$ cat src/rtl/amp_spi_ctrl.sv
// SPI controller for the programmable ADC preamplifier: loads CHANNELS gain codes per frame
// through one full-duplex shifter and checks the shifted-back word against the previous write.
module amp_spi_ctrl #(
    parameter int unsigned CHANNELS = 2,
    parameter int unsigned CH_BITS  = 4,
    parameter int unsigned DIV      = 5
) (
    input  logic                         CLK50MHZ,
    input  logic                         RST,
    input  logic                         trig,
    input  logic [CHANNELS*CH_BITS-1:0]  data_in,
    output logic                         busy,
    output logic                         done,
    output logic [CHANNELS*CH_BITS-1:0]  data_out,
    output logic                         readback_err,
    input  logic                         err_clr,
    input  logic                         shdn_req,
    output logic                         spi_sck,
    output logic                         spi_mosi,
    input  logic                         amp_dout,
    output logic                         amp_cs,
    output logic                         amp_shdn
);

    localparam int unsigned WIDTH = CHANNELS * CH_BITS;
    localparam int unsigned DivW  = $clog2(DIV + 1);
    localparam int unsigned BitW  = $clog2(WIDTH + 1);

    localparam logic [DivW-1:0] DivLoad = DivW'(DIV - 1);
    localparam logic [BitW-1:0] BitLoad = BitW'(WIDTH);

    typedef enum logic [1:0] {StIdle, StSetup, StShift, StHold} state_e;

    state_e            state_q, state_d;
    logic [DivW-1:0]   div_q, div_d;
    logic [BitW-1:0]   bit_q, bit_d;
    logic [WIDTH-1:0]  tx_q, tx_d;
    logic [WIDTH-1:0]  word_q, word_d;
    logic [WIDTH-1:0]  rx_q, rx_d;
    logic [WIDTH-1:0]  last_tx_q, last_tx_d;
    logic [WIDTH-1:0]  data_out_q, data_out_d;
    logic              first_done_q, first_done_d;
    logic              err_q, err_d;
    logic              sck_q, sck_d;
    logic              mosi_q, mosi_d;
    logic              cs_q, cs_d;
    logic              busy_q, busy_d;
    logic              done_q, done_d;
    logic              shdn_q, shdn_d;

    logic              div_zero;
    logic              err_set;
    logic [WIDTH:0]    rx_ext;
    logic [WIDTH-1:0]  tx_shift;

    assign div_zero = (div_q == '0);
    assign rx_ext   = {rx_q, amp_dout};
    assign tx_shift = tx_q << 1;

    always_comb begin
        state_d      = state_q;
        div_d        = div_q;
        bit_d        = bit_q;
        tx_d         = tx_q;
        word_d       = word_q;
        rx_d         = rx_q;
        last_tx_d    = last_tx_q;
        data_out_d   = data_out_q;
        first_done_d = first_done_q;
        sck_d        = sck_q;
        mosi_d       = mosi_q;
        cs_d         = cs_q;
        busy_d       = busy_q;
        done_d       = 1'b0;
        shdn_d       = shdn_req;
        err_set      = 1'b0;

        unique case (state_q)
            StIdle: begin
                if (trig) begin
                    state_d = StSetup;
                    tx_d    = data_in;
                    word_d  = data_in;
                    rx_d    = '0;
                    mosi_d  = data_in[WIDTH-1];
                    cs_d    = 1'b0;
                    busy_d  = 1'b1;
                    div_d   = DivLoad;
                    bit_d   = BitLoad;
                end
            end
            StSetup: begin
                if (div_zero) begin
                    state_d = StShift;
                    sck_d   = 1'b1;
                    rx_d    = rx_ext[WIDTH-1:0];
                    div_d   = DivLoad;
                end else begin
                    div_d = div_q - DivW'(1);
                end
            end
            StShift: begin
                if (div_zero) begin
                    div_d = DivLoad;
                    if (!sck_q) begin
                        sck_d = 1'b1;
                        rx_d  = rx_ext[WIDTH-1:0];
                    end else begin
                        sck_d = 1'b0;
                        bit_d = bit_q - BitW'(1);
                        // On the final fall MOSI keeps the last bit through HOLD.
                        if (bit_q == BitW'(1)) begin
                            state_d = StHold;
                        end else begin
                            tx_d   = tx_shift;
                            mosi_d = tx_shift[WIDTH-1];
                        end
                    end
                end else begin
                    div_d = div_q - DivW'(1);
                end
            end
            StHold: begin
                if (div_zero) begin
                    state_d      = StIdle;
                    cs_d         = 1'b1;
                    busy_d       = 1'b0;
                    done_d       = 1'b1;
                    data_out_d   = rx_q;
                    last_tx_d    = word_q;
                    first_done_d = 1'b1;
                    err_set      = first_done_q && (rx_q != last_tx_q);
                end else begin
                    div_d = div_q - DivW'(1);
                end
            end
            default: state_d = StIdle;
        endcase

        // A mismatch detected on the same edge as err_clr must stay visible.
        if (err_set) begin
            err_d = 1'b1;
        end else if (err_clr) begin
            err_d = 1'b0;
        end else begin
            err_d = err_q;
        end
    end

    always_ff @(posedge CLK50MHZ or negedge RST) begin
        if (!RST) begin
            state_q      <= StIdle;
            div_q        <= '0;
            bit_q        <= '0;
            tx_q         <= '0;
            word_q       <= '0;
            rx_q         <= '0;
            last_tx_q    <= '0;
            data_out_q   <= '0;
            first_done_q <= 1'b0;
            err_q        <= 1'b0;
            sck_q        <= 1'b0;
            mosi_q       <= 1'b0;
            cs_q         <= 1'b1;
            busy_q       <= 1'b0;
            done_q       <= 1'b0;
            shdn_q       <= 1'b1;
        end else begin
            state_q      <= state_d;
            div_q        <= div_d;
            bit_q        <= bit_d;
            tx_q         <= tx_d;
            word_q       <= word_d;
            rx_q         <= rx_d;
            last_tx_q    <= last_tx_d;
            data_out_q   <= data_out_d;
            first_done_q <= first_done_d;
            err_q        <= err_d;
            sck_q        <= sck_d;
            mosi_q       <= mosi_d;
            cs_q         <= cs_d;
            busy_q       <= busy_d;
            done_q       <= done_d;
            shdn_q       <= shdn_d;
        end
    end

    assign busy         = busy_q;
    assign done         = done_q;
    assign data_out     = data_out_q;
    assign readback_err = err_q;
    assign spi_sck      = sck_q;
    assign spi_mosi     = mosi_q;
    assign amp_cs       = cs_q;
    assign amp_shdn     = shdn_q;

endmodule

$ cat config.mk
export PLATFORM = sky130hd
export DESIGN_NAME = amp_spi_ctrl
export DESIGN_NICKNAME = d
export VERILOG_FILES = /design/src/rtl/amp_spi_ctrl.sv
export SDC_FILE = /design/constraint.sdc
export NUM_CORES = 1
export LEC_CHECK = 0
export ABC_AREA = 1
export ABC_CLOCK_PERIOD_IN_PS = 1500
export CAP_MARGIN = 30
export CORE_ASPECT_RATIO = 1.25
export CORE_MARGIN = 2
export CORE_UTILIZATION = 40
export DETAILED_ROUTE_END_ITERATION = 12
export HOLD_SLACK_MARGIN = 0.05
export PLACE_DENSITY = 0.67
export SLEW_MARGIN = 20
export SYNTH_ARGS = -nofsm -noshare
export SYNTH_HDL_FRONTEND = slang
export SYNTH_SLANG_ARGS = --single-unit
$ cat constraint.sdc
create_clock -name CLK50MHZ -period 1.5 [get_ports CLK50MHZ]
set_input_delay 0.225 -clock CLK50MHZ [delete_from_list [all_inputs] [get_ports CLK50MHZ]]
set_output_delay 0.225 -clock CLK50MHZ [all_outputs]
set_load 0.02 [all_outputs]
==> results of run 1 <==
## worst max-delay path, cell delays in order (launching register included)
cell and delay (ns):
dfrtp_1 0.37, inv_2 0.07, buf_6 0.12, ha_4 0.17, nand2_4 0.10, nand2_4 0.07
clkinv_4 0.05, nand2_2 0.05, nor2_4 0.16, nand2_4 0.12, nand2_1 0.09, nand2_1 0.05
## report_power, final
group          internal, mW  switching [mW]
clock                 0.334           0.491
sequential             1.52         0.00796
combinational        0.0474          0.0545
total                  1.90           0.554
## routing by layer
layer  vias to the layer above  GRT usage  share of wire
li1                       1130          -              -
met1                      1055      0.191           0.42
met2                        38      0.266           0.54
met3                         6     0.0317          0.031
met4                         0     0.0513          0.012
met5                         -          0              0
## sequential cells by signal (all words and copies together), names as in the netlist
signal and count:
amp_cs 1, readback_err 1, spi_sck 1, rx_q 8
spi_mosi 1, state_q 2, last_tx_q 8, word_q 8
amp_shdn 1, busy 1, done 1, div_q 3
bit_q 4, tx_q 7, first_done_q 1, data_out 8
## cells by family (layout without fill, tap and decap cells)
kind of cell / after synthesis / after routing / synth area share
adder cells (fa/ha/maj): 9 / 9 / 0.0407
XOR/XNOR: 4 / 4 / 0.0126
AND/OR/NAND/NOR: 140 / 141 / 0.229
buffers and inverters: 56 / 118 / 0.0908
flip-flops: 56 / 56 / 0.507
AO/OA/AOI/OAI: 55 / 55 / 0.120
## stage by stage
stage | area (um2) | util | setup WS [ns]
2_1_floorplan | 2770 | - | 0.0442
3_5_place_dp | 3240 | 0.488 | -0.131
6_report | 3770 | 0.567 | -0.0166
4_1_cts | 3490 | 0.526 | -0.00540
5_1_grt | 3770 | 0.567 | -0.0868
3_3_place_gp | 3240 | 0.488 | -0.0855
## worst paths after layout
| kind | end | cells after the start | slack, ns |
|---|---|---|---|
| worst max-delay path | tx_q[5]$_DFFE_PN0P_ | 11 | -0.02 |
| worst min-delay path | amp_shdn$_DFF_PN1_ | 1 | 0.32 |
| worst max register to register | tx_q[5]$_DFFE_PN0P_ | 11 | -0.02 |
| worst min register to register | tx_q[0]$_DFFE_PN0P_ | 2 | 0.48 |
| max in group asynchronous | amp_shdn$_DFF_PN1_ | 3 | 0.76 |
| min in group asynchronous | busy$_DFFE_PN0P_ | 3 | 0.43 |
## synth_stat cells, drive strengths merged (2+ instances only)
cell and count:
nand2 101, dfrtp 54, o21ai 48, inv 45, nand3 22, nor2 14
ha 9, buf 8, nand4 3, xnor2 3, clkbuf 2, dfstp 2
o22ai 2
## placed cells by master, fill, tap and decap left out, drive strengths merged, types with 4 or more instances in the layout
master         count
nand2            101
buf               34
inv               44
dfrtp             54
ha                 9
nor2              15
dlymetal6s2s       4
dlygate4sd2       11
clkbuf             7
clkdlybuf4s50     12
o21ai             48
nand3             22
## final cells by class
class                      instances  area (um2)  share of cell area
inverter                          46         181              0.0481
multi-input combinational        209        1320               0.351
timing repair inverter             1        7.51             0.00199
sequential                        56        1400               0.372
tap                               87         109              0.0289
clock buffer                       6        72.6              0.0192
timing repair buffer              63         656               0.174
clock inverter                     2        16.3             0.00431
## repair_timing
item                                    4_1_cts  5_1_grt
hold endpoints to repair                     54        0
hold buffers                                  1        0
endpoints found under the setup margin       35       42
cloned                                        1        2
setup buffers                                 8        6
resized for setup                            30       63
pin swaps                                     6       16
==> run_results.csv, run 1 <==
group,metric,value,unit
outcome,outcome,"finished with violations",
outcome,violations,"setup timing",
timing,finalWorstPathRequiredPeriod,1.52,ns
finish,nFillCells,575,
logic_synthesis,synth_top_cell_by_area,"dfrtp_1",
grt,grt_first_pass_wirelength,9410,um
timing,maxSlewViolCount,0,
setup_path,start_kind,"flip-flop",
logic_synthesis,synth_top_area_share,0.488,
logic_synthesis,synth-async-reset-ratio,1.00,
floorplan,die_h,97.0,um
drt,finalWirelength,5920,um
grt,grt_use_total,0.154,
placed_design,place_congestion,0.859,
logic_synthesis,synth_area_leaders,"dfrtp_1 49%, nand2_1 13%, o21ai_0 6.7%, inv_1 5.7%, ha_1 4.1%",
floorplan,start_util,0.417,
setup_path,critPathRequiredTime,1.70,ns
timing,hold_violations,0,
finish,final_layout_size_suffix_gt1_frac,0.279,
drt,vias_per_cell,4.74,
hold_path,hp-class,"in2reg",
finish,area_delta_synth_final,36.1,%
finish,nNetsFinal,405,
drt,num_vias,2229,
logic_synthesis,synth.distinct_cells,34,
placed_design,dp.cells,444,
setup_path,path_class,"reg2reg",
clock_network,clk_path_buf_depth,2,
drt,postRouteAntennaNets,0,
timing,finalSetupViolCount,7,
timing,fin_skew,0.0126,ns
grt,grt-ovfl-total,0,
clock_network,htree_levels,2,
timing,setup_slack,-0.0166,ns
clock_network,clkTransAtPathRegs,0.10,ns
logic_synthesis,synthesis.area,0.00277,mm2
finish,final_cells,470,
pwr,power.total,2.45,mW
drt,drtIter0Drc,116,
logic_synthesis,netlist_instances,320,
drt,wl_per_cell,12.6,um
placed_design,io_buffer_count,28,
grt,antenna_found_initial,0,
floorplan,core_area,0.00665,mm2
setup_path,cp.arrival,1.72,ns
timing,fin_crit_sh,1.01,
clock_network,cts_buffers,5,
placed_design,dpl.hpwl,3800,um
clock_network,cts.sinks,56,
timing,whs,0.318,ns
floorplan,io_pins,29,
timing,max_freq,659,MHz
timing,maxSlewHeadroom,0.799,
timing,tightest_slew,0.301,ns
grt,grt_max_degree,57,
pwr,irDropWorstVdd,0.376,mV
clock_network,cts_tree,"built",
logic_synthesis,ys_ff_latch,56,
setup_path,r2r-start,"state_q[0]$_DFFE_PN0P_",
pwr,pwr_density_cell,651,mW/mm2
timing,finalSetupTns,-0.0452,ns
drt,route.detailed.drc,0,
logic_synthesis,syn_area_per_cell,8.66,um2
setup_path,crit_start,"state_q[0]$_DFFE_PN0P_",
clock_network,clock_latency,0.31,ns
timing,grt_setup_unrepaired,"true",
finish,diodes,0,
logic_synthesis,yosys_most_used_dff,"dfrtp_1",
floorplan,die_w,78.4,um
logic_synthesis,ys_seq_area_frac,0.507,
setup_path,cp_max_fo,8,
run,drv_cap,0,
hold_path,hp-start,"shdn_req",
pwr,leakagePower,1.95,nW
grt,grt_pass1_vias,2096,
clock_network,clockRootBuffer,"clkbuf_8",
floorplan,die-area,0.00761,mm2
drt,drtPass1Iterations,4,
setup_path,worst_setup_path_end_kind,"flip-flop",
logic_synthesis,synth_nets,343,
logic_synthesis,yosys_warnings,0,
logic_synthesis,synth-edff-count,0,
floorplan,core.rowCount,33,
No activity file was read; power rests on OpenSTA's default activity.
==> run 2: changes to the inputs <==
--- a/config.mk
+++ b/config.mk
@@ -11,6 +11,7 @@
 export CORE_ASPECT_RATIO = 1.25
 export CORE_MARGIN = 2
 export CORE_UTILIZATION = 40
+export CTS_BUF_LIST = sky130_fd_sc_hd__clkbuf_8 sky130_fd_sc_hd__clkbuf_16
 export DETAILED_ROUTE_END_ITERATION = 12
 export HOLD_SLACK_MARGIN = 0.05
 export PLACE_DENSITY = 0.67
@@ -18,3 +19,4 @@
 export SYNTH_ARGS = -nofsm -noshare
 export SYNTH_HDL_FRONTEND = slang
 export SYNTH_SLANG_ARGS = --single-unit
+export TNS_END_PERCENT = 10
==> run 2 against run 1 <==
Effect of this change:
- largest cell class unchanged
- the flow still finishes with violations (setup timing)
- global-route usage down 1.0 points
- cell count decreased by 1.1%
- power down 0.52%
- wire length down 4.9%
- maximum frequency decreased by 1.5%
- die area unchanged
==> run_results.csv, run 2 (synthesis results as in run 1) <==
group,metric,value,unit
outcome,outcome,"finished with violations",
outcome,violations,"setup timing",
pwr,pwr_density_cell,674,mW/mm2
setup_path,path_cells,"inv_2 -> buf_6 -> ha_4 -> nand2_4 -> buf_4 -> nand2_4 -> nor2_8 -> buf_6 -> o21ai_2",
floorplan,core.rowCount,33,
setup_path,critical-path-top-delay-family,"buffers and inverters",
timing,grt_setup_unrepaired,"true",
clock_network,clk_path_buf_depth,2,
timing,hold_violations,0,
clock_network,cts_buffers,5,
grt,grt_pass1_vias,2007,
grt,grt-ovfl-total,0,
drt,wl_per_cell,12.1,um
grt,grt_use_total,0.144,
grt,grt_first_pass_wirelength,8880,um
setup_path,crit_slowest_cell,"dfrtp_1",
drt,drtPass1Iterations,4,
setup_path,cp.depth,9,
setup_path,cp_max_fo,8,
setup_path,start_kind,"flip-flop",
timing,maxSlewHeadroom,0.798,
floorplan,io_pins,29,
placed_design,io_buffer_count,28,
finish,final_common_cell,"nand2_1",
finish,nNetsFinal,400,
floorplan,die_h,97.0,um
hold_path,hp-start,"shdn_req",
drt,vias_per_cell,4.69,
grt,antenna_found_initial,0,
setup_path,crit_start,"state_q[0]$_DFFE_PN0P_",
clock_network,htree_levels,2,
drt,route.detailed.drc,0,
drt,num_vias,2183,
pwr,leakagePower,1.91,nW
hold_path,hp-class,"in2reg",
timing,max_freq,649,MHz
placed_design,place_ws,-0.131,ns
floorplan,die-area,0.00761,mm2
timing,finalWorstPathRequiredPeriod,1.54,ns
finish,layout_common_cells,"88 x nand2_1, 54 x dfrtp_1, 38 x inv_1",
drt,finalWirelength,5630,um
placed_design,dpl.hpwl,3800,um
clock_network,clock_latency,0.31,ns
clock_network,clkTransAtPathRegs,0.10,ns
pwr,irDropWorstVdd,0.345,mV
hold_path,hold_depth,1,
finish,final_layout_size_suffix_gt1_frac,0.235,
setup_path,critPathRequiredTime,1.70,ns
timing,finalSetupTns,-0.172,ns
setup_path,worst_setup_path_end_kind,"flip-flop",
setup_path,rr_worst_depth,9,
timing,setup_slack,-0.0398,ns
pwr,power.total,2.44,mW
floorplan,core_area,0.00665,mm2
timing,fin_crit_sh,1.03,
setup_path,worst-path-buf-inv,4,
grt,grt_max_degree,57,
finish,area_delta_synth_final,30.8,%
finish,diodes,0,
floorplan,die_w,78.4,um
clock_network,clockRootBuffer,"clkbuf_8",
drt,drtIter0Drc,84,
timing,finalSetupViolCount,13,
setup_path,cp.arrival,1.74,ns
placed_design,place_congestion,0.859,
setup_path,path_class,"reg2reg",
floorplan,start_util,0.417,
setup_path,slowest_delay,0.40,ns
setup_path,r2r-start,"state_q[0]$_DFFE_PN0P_",
timing,tightest_slew,0.302,ns
timing,maxSlewViolCount,0,
clock_network,cts.sinks,56,
timing,fin_skew,0.0141,ns
run,drv_cap,0,
drt,postRouteAntennaNets,0,
clock_network,cts_tree,"built",
finish,fin_util,0.545,
run 2: cell types whose count changed in the layout (fill, tap and decap cells not counted), moves of 2 or more:
cell     delta
o21ai_2     -2
nand3_2     +2
nand2_1     +8
o21ai_1     -6
buf_12      -3
nor2_1      +2
nand2_8     -2
buf_4       -6
nand2_2     -6
o21ai_0     +8
buf_6       +5
run 2: timing repair:
action                                 in CTS  in global routing
hold buffers                                1                  0
setup endpoints to repair                  35                 42
endpoints found under the hold margin      54                  0
pin swaps                                   2                 13
setup buffers                               0                 11
resized for setup                          19                 50
gates cloned                                0                  1
run 2: path summary, 6_finish.rpt:
check	end	slack (ns)
max	rx_q[2]$_DFFE_PN0P_	-0.04
max in group asynchronous	amp_shdn$_DFF_PN1_	0.76
max reg2reg	rx_q[2]$_DFFE_PN0P_	-0.04
min in group asynchronous	busy$_DFFE_PN0P_	0.43
min	amp_shdn$_DFF_PN1_	0.32
min reg2reg	first_done_q$_DFFE_PN0P_	0.46
run 2: layout make-up:
| cell class | instances | area [um2] |
|---|---|---|
| sequential | 56 | 1400 |
| fill | 586 | 3030 |
| clock buffer | 5 | 68.8 |
| timing repair buffer | 59 | 587 |
| tap | 87 | 109 |
| clock inverter | 3 | 20.0 |
| multi-input combinational | 209 | 1250 |
| inverter | 46 | 179 |
run 2: where the power goes:
part / internal, mW / leakage [nW] / total (mW) / switching (mW)
Clock: 0.327 / 0.0455 / 0.812 / 0.485
Sequential: 1.52 / 0.708 / 1.53 / 0.00787
Combinational: 0.0476 / 1.16 / 0.102 / 0.0546
Total: 1.89 / 1.91 / 2.44 / 0.548
run 2: stage by stage:
step	instance area (um2)	instances	hold WS, ns
global route	3620	465	0.326
global placement	3240	444	0.250
finish	3620	465	0.319
CTS	3370	453	0.308
detailed placement	3240	444	0.248
floorplan	2770	320	-0.0706
run 2: layer usage:
| layer | global-route usage | wire length, um | up-vias |
|---|---|---|---|
| li1 | - | - | 1120 |
| met1 | 0.182 | 2450 | 1030 |
| met2 | 0.249 | 2980 | 29 |
| met3 | 0.0289 | 147 | 4 |
| met4 | 0.0405 | 56 | 0 |
| met5 | 0 | 0 | - |
==> variant, RTL diff (config.mk and constraints of run 1) <==
Change the parameter `CH_BITS` from 4 to 8.
--- a/src/rtl/amp_spi_ctrl.sv
+++ b/src/rtl/amp_spi_ctrl.sv
@@ -2,7 +2,7 @@
 // through one full-duplex shifter and checks the shifted-back word against the previous write.
 module amp_spi_ctrl #(
     parameter int unsigned CHANNELS = 2,
-    parameter int unsigned CH_BITS  = 4,
+    parameter int unsigned CH_BITS  = 8,
     parameter int unsigned DIV      = 5
 ) (
     input  logic                         CLK50MHZ,
Ports: changed (resized data_in and data_out); port bits go from 29 to 45. The function was not compared with the original's and may differ.
==> variant against run 1 <==
  * Utilization decreased by 2.0 points
  * First-iteration DRC count up 53%
  * Routed wire length rose by 61%
  * Count of clock-buffer cells in the layout is 5 higher
  * Global-route usage up 1.0 points
  * Sequential cell count up 41
  * Sequential share of layout area is 4.4 points higher
  * Setup slack worse by 0.18 ns
  * Final area increased by 55%
  * Highest routed layer unchanged
  * Area after synthesis rose by 60%
  * The flow still finishes with violations (setup timing)
Power is left out: it rests on default switching activity, and per cell area and clock period it moved more than threefold.
==> variant: results (changes against run 1) <==
[finish]
fill_cells = 945  ; +64%
drive_above_1_share_pct = 17.7  ; -10 points
nets = 658  ; +62%
diodes = 0  ; unchanged

[timing]
tightest_slew_ns = 0.385  ; +0.0840 ns
setup_viol = 75  ; +68
clock_skew_ns = 0.00870  ; -0.00395 ns
tns_ns = -5.83  ; -5.78 ns
setup_ws_ns = -0.192  ; -0.175 ns
finalMaxSlewViolations = 0  ; unchanged

[placed_design]
gp_congestion = 0.868  ; +0.98%
port_buffers = 44  ; +57%
hpwl_um = 6340  ; +67%
dpl-instance-area_sq_um = 5270  ; +62%

[global_routing]
grt_util_all_layers_pct = 16.4  ; +1.0 points
grt_pass1_wl_um = 15800  ; +68%
grt_max_degree = 37  ; -35%
grt_pass1_vias = 3457  ; +65%
antenna_found_initial = 0  ; unchanged

[clock_tree]
numCtsBuffers = 9  ; +4
clk_latency_ns = 0.35  ; +0.04 ns
root_buffer = clkbuf_16
clkTransAtPathRegs_ns = 0.07  ; -0.03 ns
cts_buffer_depth = 2  ; unchanged
cts-htree-levels = 3  ; +1

[detailed_routing]
dr.pass1.iters = 4  ; unchanged
num_vias = 3613  ; +62%
avgRoutedWirePerCell_um = 12.5  ; -0.79%
drt_iter0_markers = 178  ; +53%

[min_path]
hold_class = in -> reg
holdPathStages = 1  ; unchanged
min-delay-start = shdn_req
holdPathEnd = amp_shdn

[synthesis]
synth_common_cells = 216 x nand2_1, 95 x dfrtp_1, 85 x o21ai_0
async_reset_ff_share_pct = 100  ; unchanged
synth_flop_cell = dfrtp_1
synth_cell_type_count = 28  ; -18%
synthesis.nets = 583  ; +70%
yosysWarnings = 0  ; unchanged
synth_seq_area_share_pct = 54.9  ; +4.2 points
synth_area_leaders = dfrtp_1 54%, nand2_1 18%, o21ai_0 9.6%

[worst_setup_path]
cp_max_fo = 7  ; -1
crit-reg2reg-launch = div_q[1]
slowest_delay_ns = 0.39  ; +0.02 ns
ff2ff_path_depth = 11  ; unchanged
crit_arrival_ns = 1.97  ; +0.25 ns
slowest_stage = dfrtp_1
critPathTopFamily = simple AND/OR/NAND/NOR gates
r2r_end = spi_mosi

[outcome]
violations = setup timing
status = finished, violations left

[variant: final cells by class]
| class | count | area, sq um | area share, % |
|---|---|---|---|
| clock buffer | 11 | 243 | 4.16 |
| clock inverter | 5 | 37.5 | 0.643 |
| inverter | 70 | 265 | 4.54 |
| multi-input combinational | 365 | 1840 | 31.5 |
| sequential | 97 | 2430 | 41.6 |
| tap | 132 | 165 | 2.83 |
| timing repair buffer | 84 | 857 | 14.7 |
[variant: worst max-delay path by stage]
| stage | endpoint | cells after the start | from |
|---|---|---|---|
| finish | spi_mosi | 11 | div_q[1] |
| global route | spi_mosi | 11 | div_q[0] |
| CTS | tx_q[11] | 11 | div_q[1] |
| detailed placement | tx_q[5] | 8 | trig |
| global placement | state_q[0] | 9 | trig |
| floorplan | tx_q[2] | 11 | div_q[1] |
[variant: per-layer routing]
metal  up-vias  GRT usage [%]  share of wire [%]
li1       1853              -                  -
met1      1672           21.4                 46
met2        70           26.5                 48
met3        18           3.10                3.3
met4         0           8.07                2.8
met5         -              0                  0
[variant: logic make-up after synthesis]
group,after synthesis,synth area share (%)
buf+inv,91,8.06
fa+ha+maj,9,2.55
flops,97,54.9
xor+xnor,1,0.198
compound gates,99,11.6
simple gates,255,22.7
[variant: timing repair]
action                                  4_1_cts  5_1_grt
endpoints found under the setup margin       60       89
hold buffers                                  1        0
endpoints found under the hold margin        22        0
pin swaps                                     5       20
gates cloned                                  1        2
setup buffers                                 7        2
gates resized for setup                      33       54
[variant: stage by stage]
stage               worst slack (ns)  instances  hold WS [ns]
floorplan                    -0.0994        552       -0.0706
global placement              -0.109        736         0.175
detailed placement            -0.151        736         0.178
CTS                          -0.0984        760         0.270
global route                  -0.255        764         0.277
finish                        -0.192        764         0.278
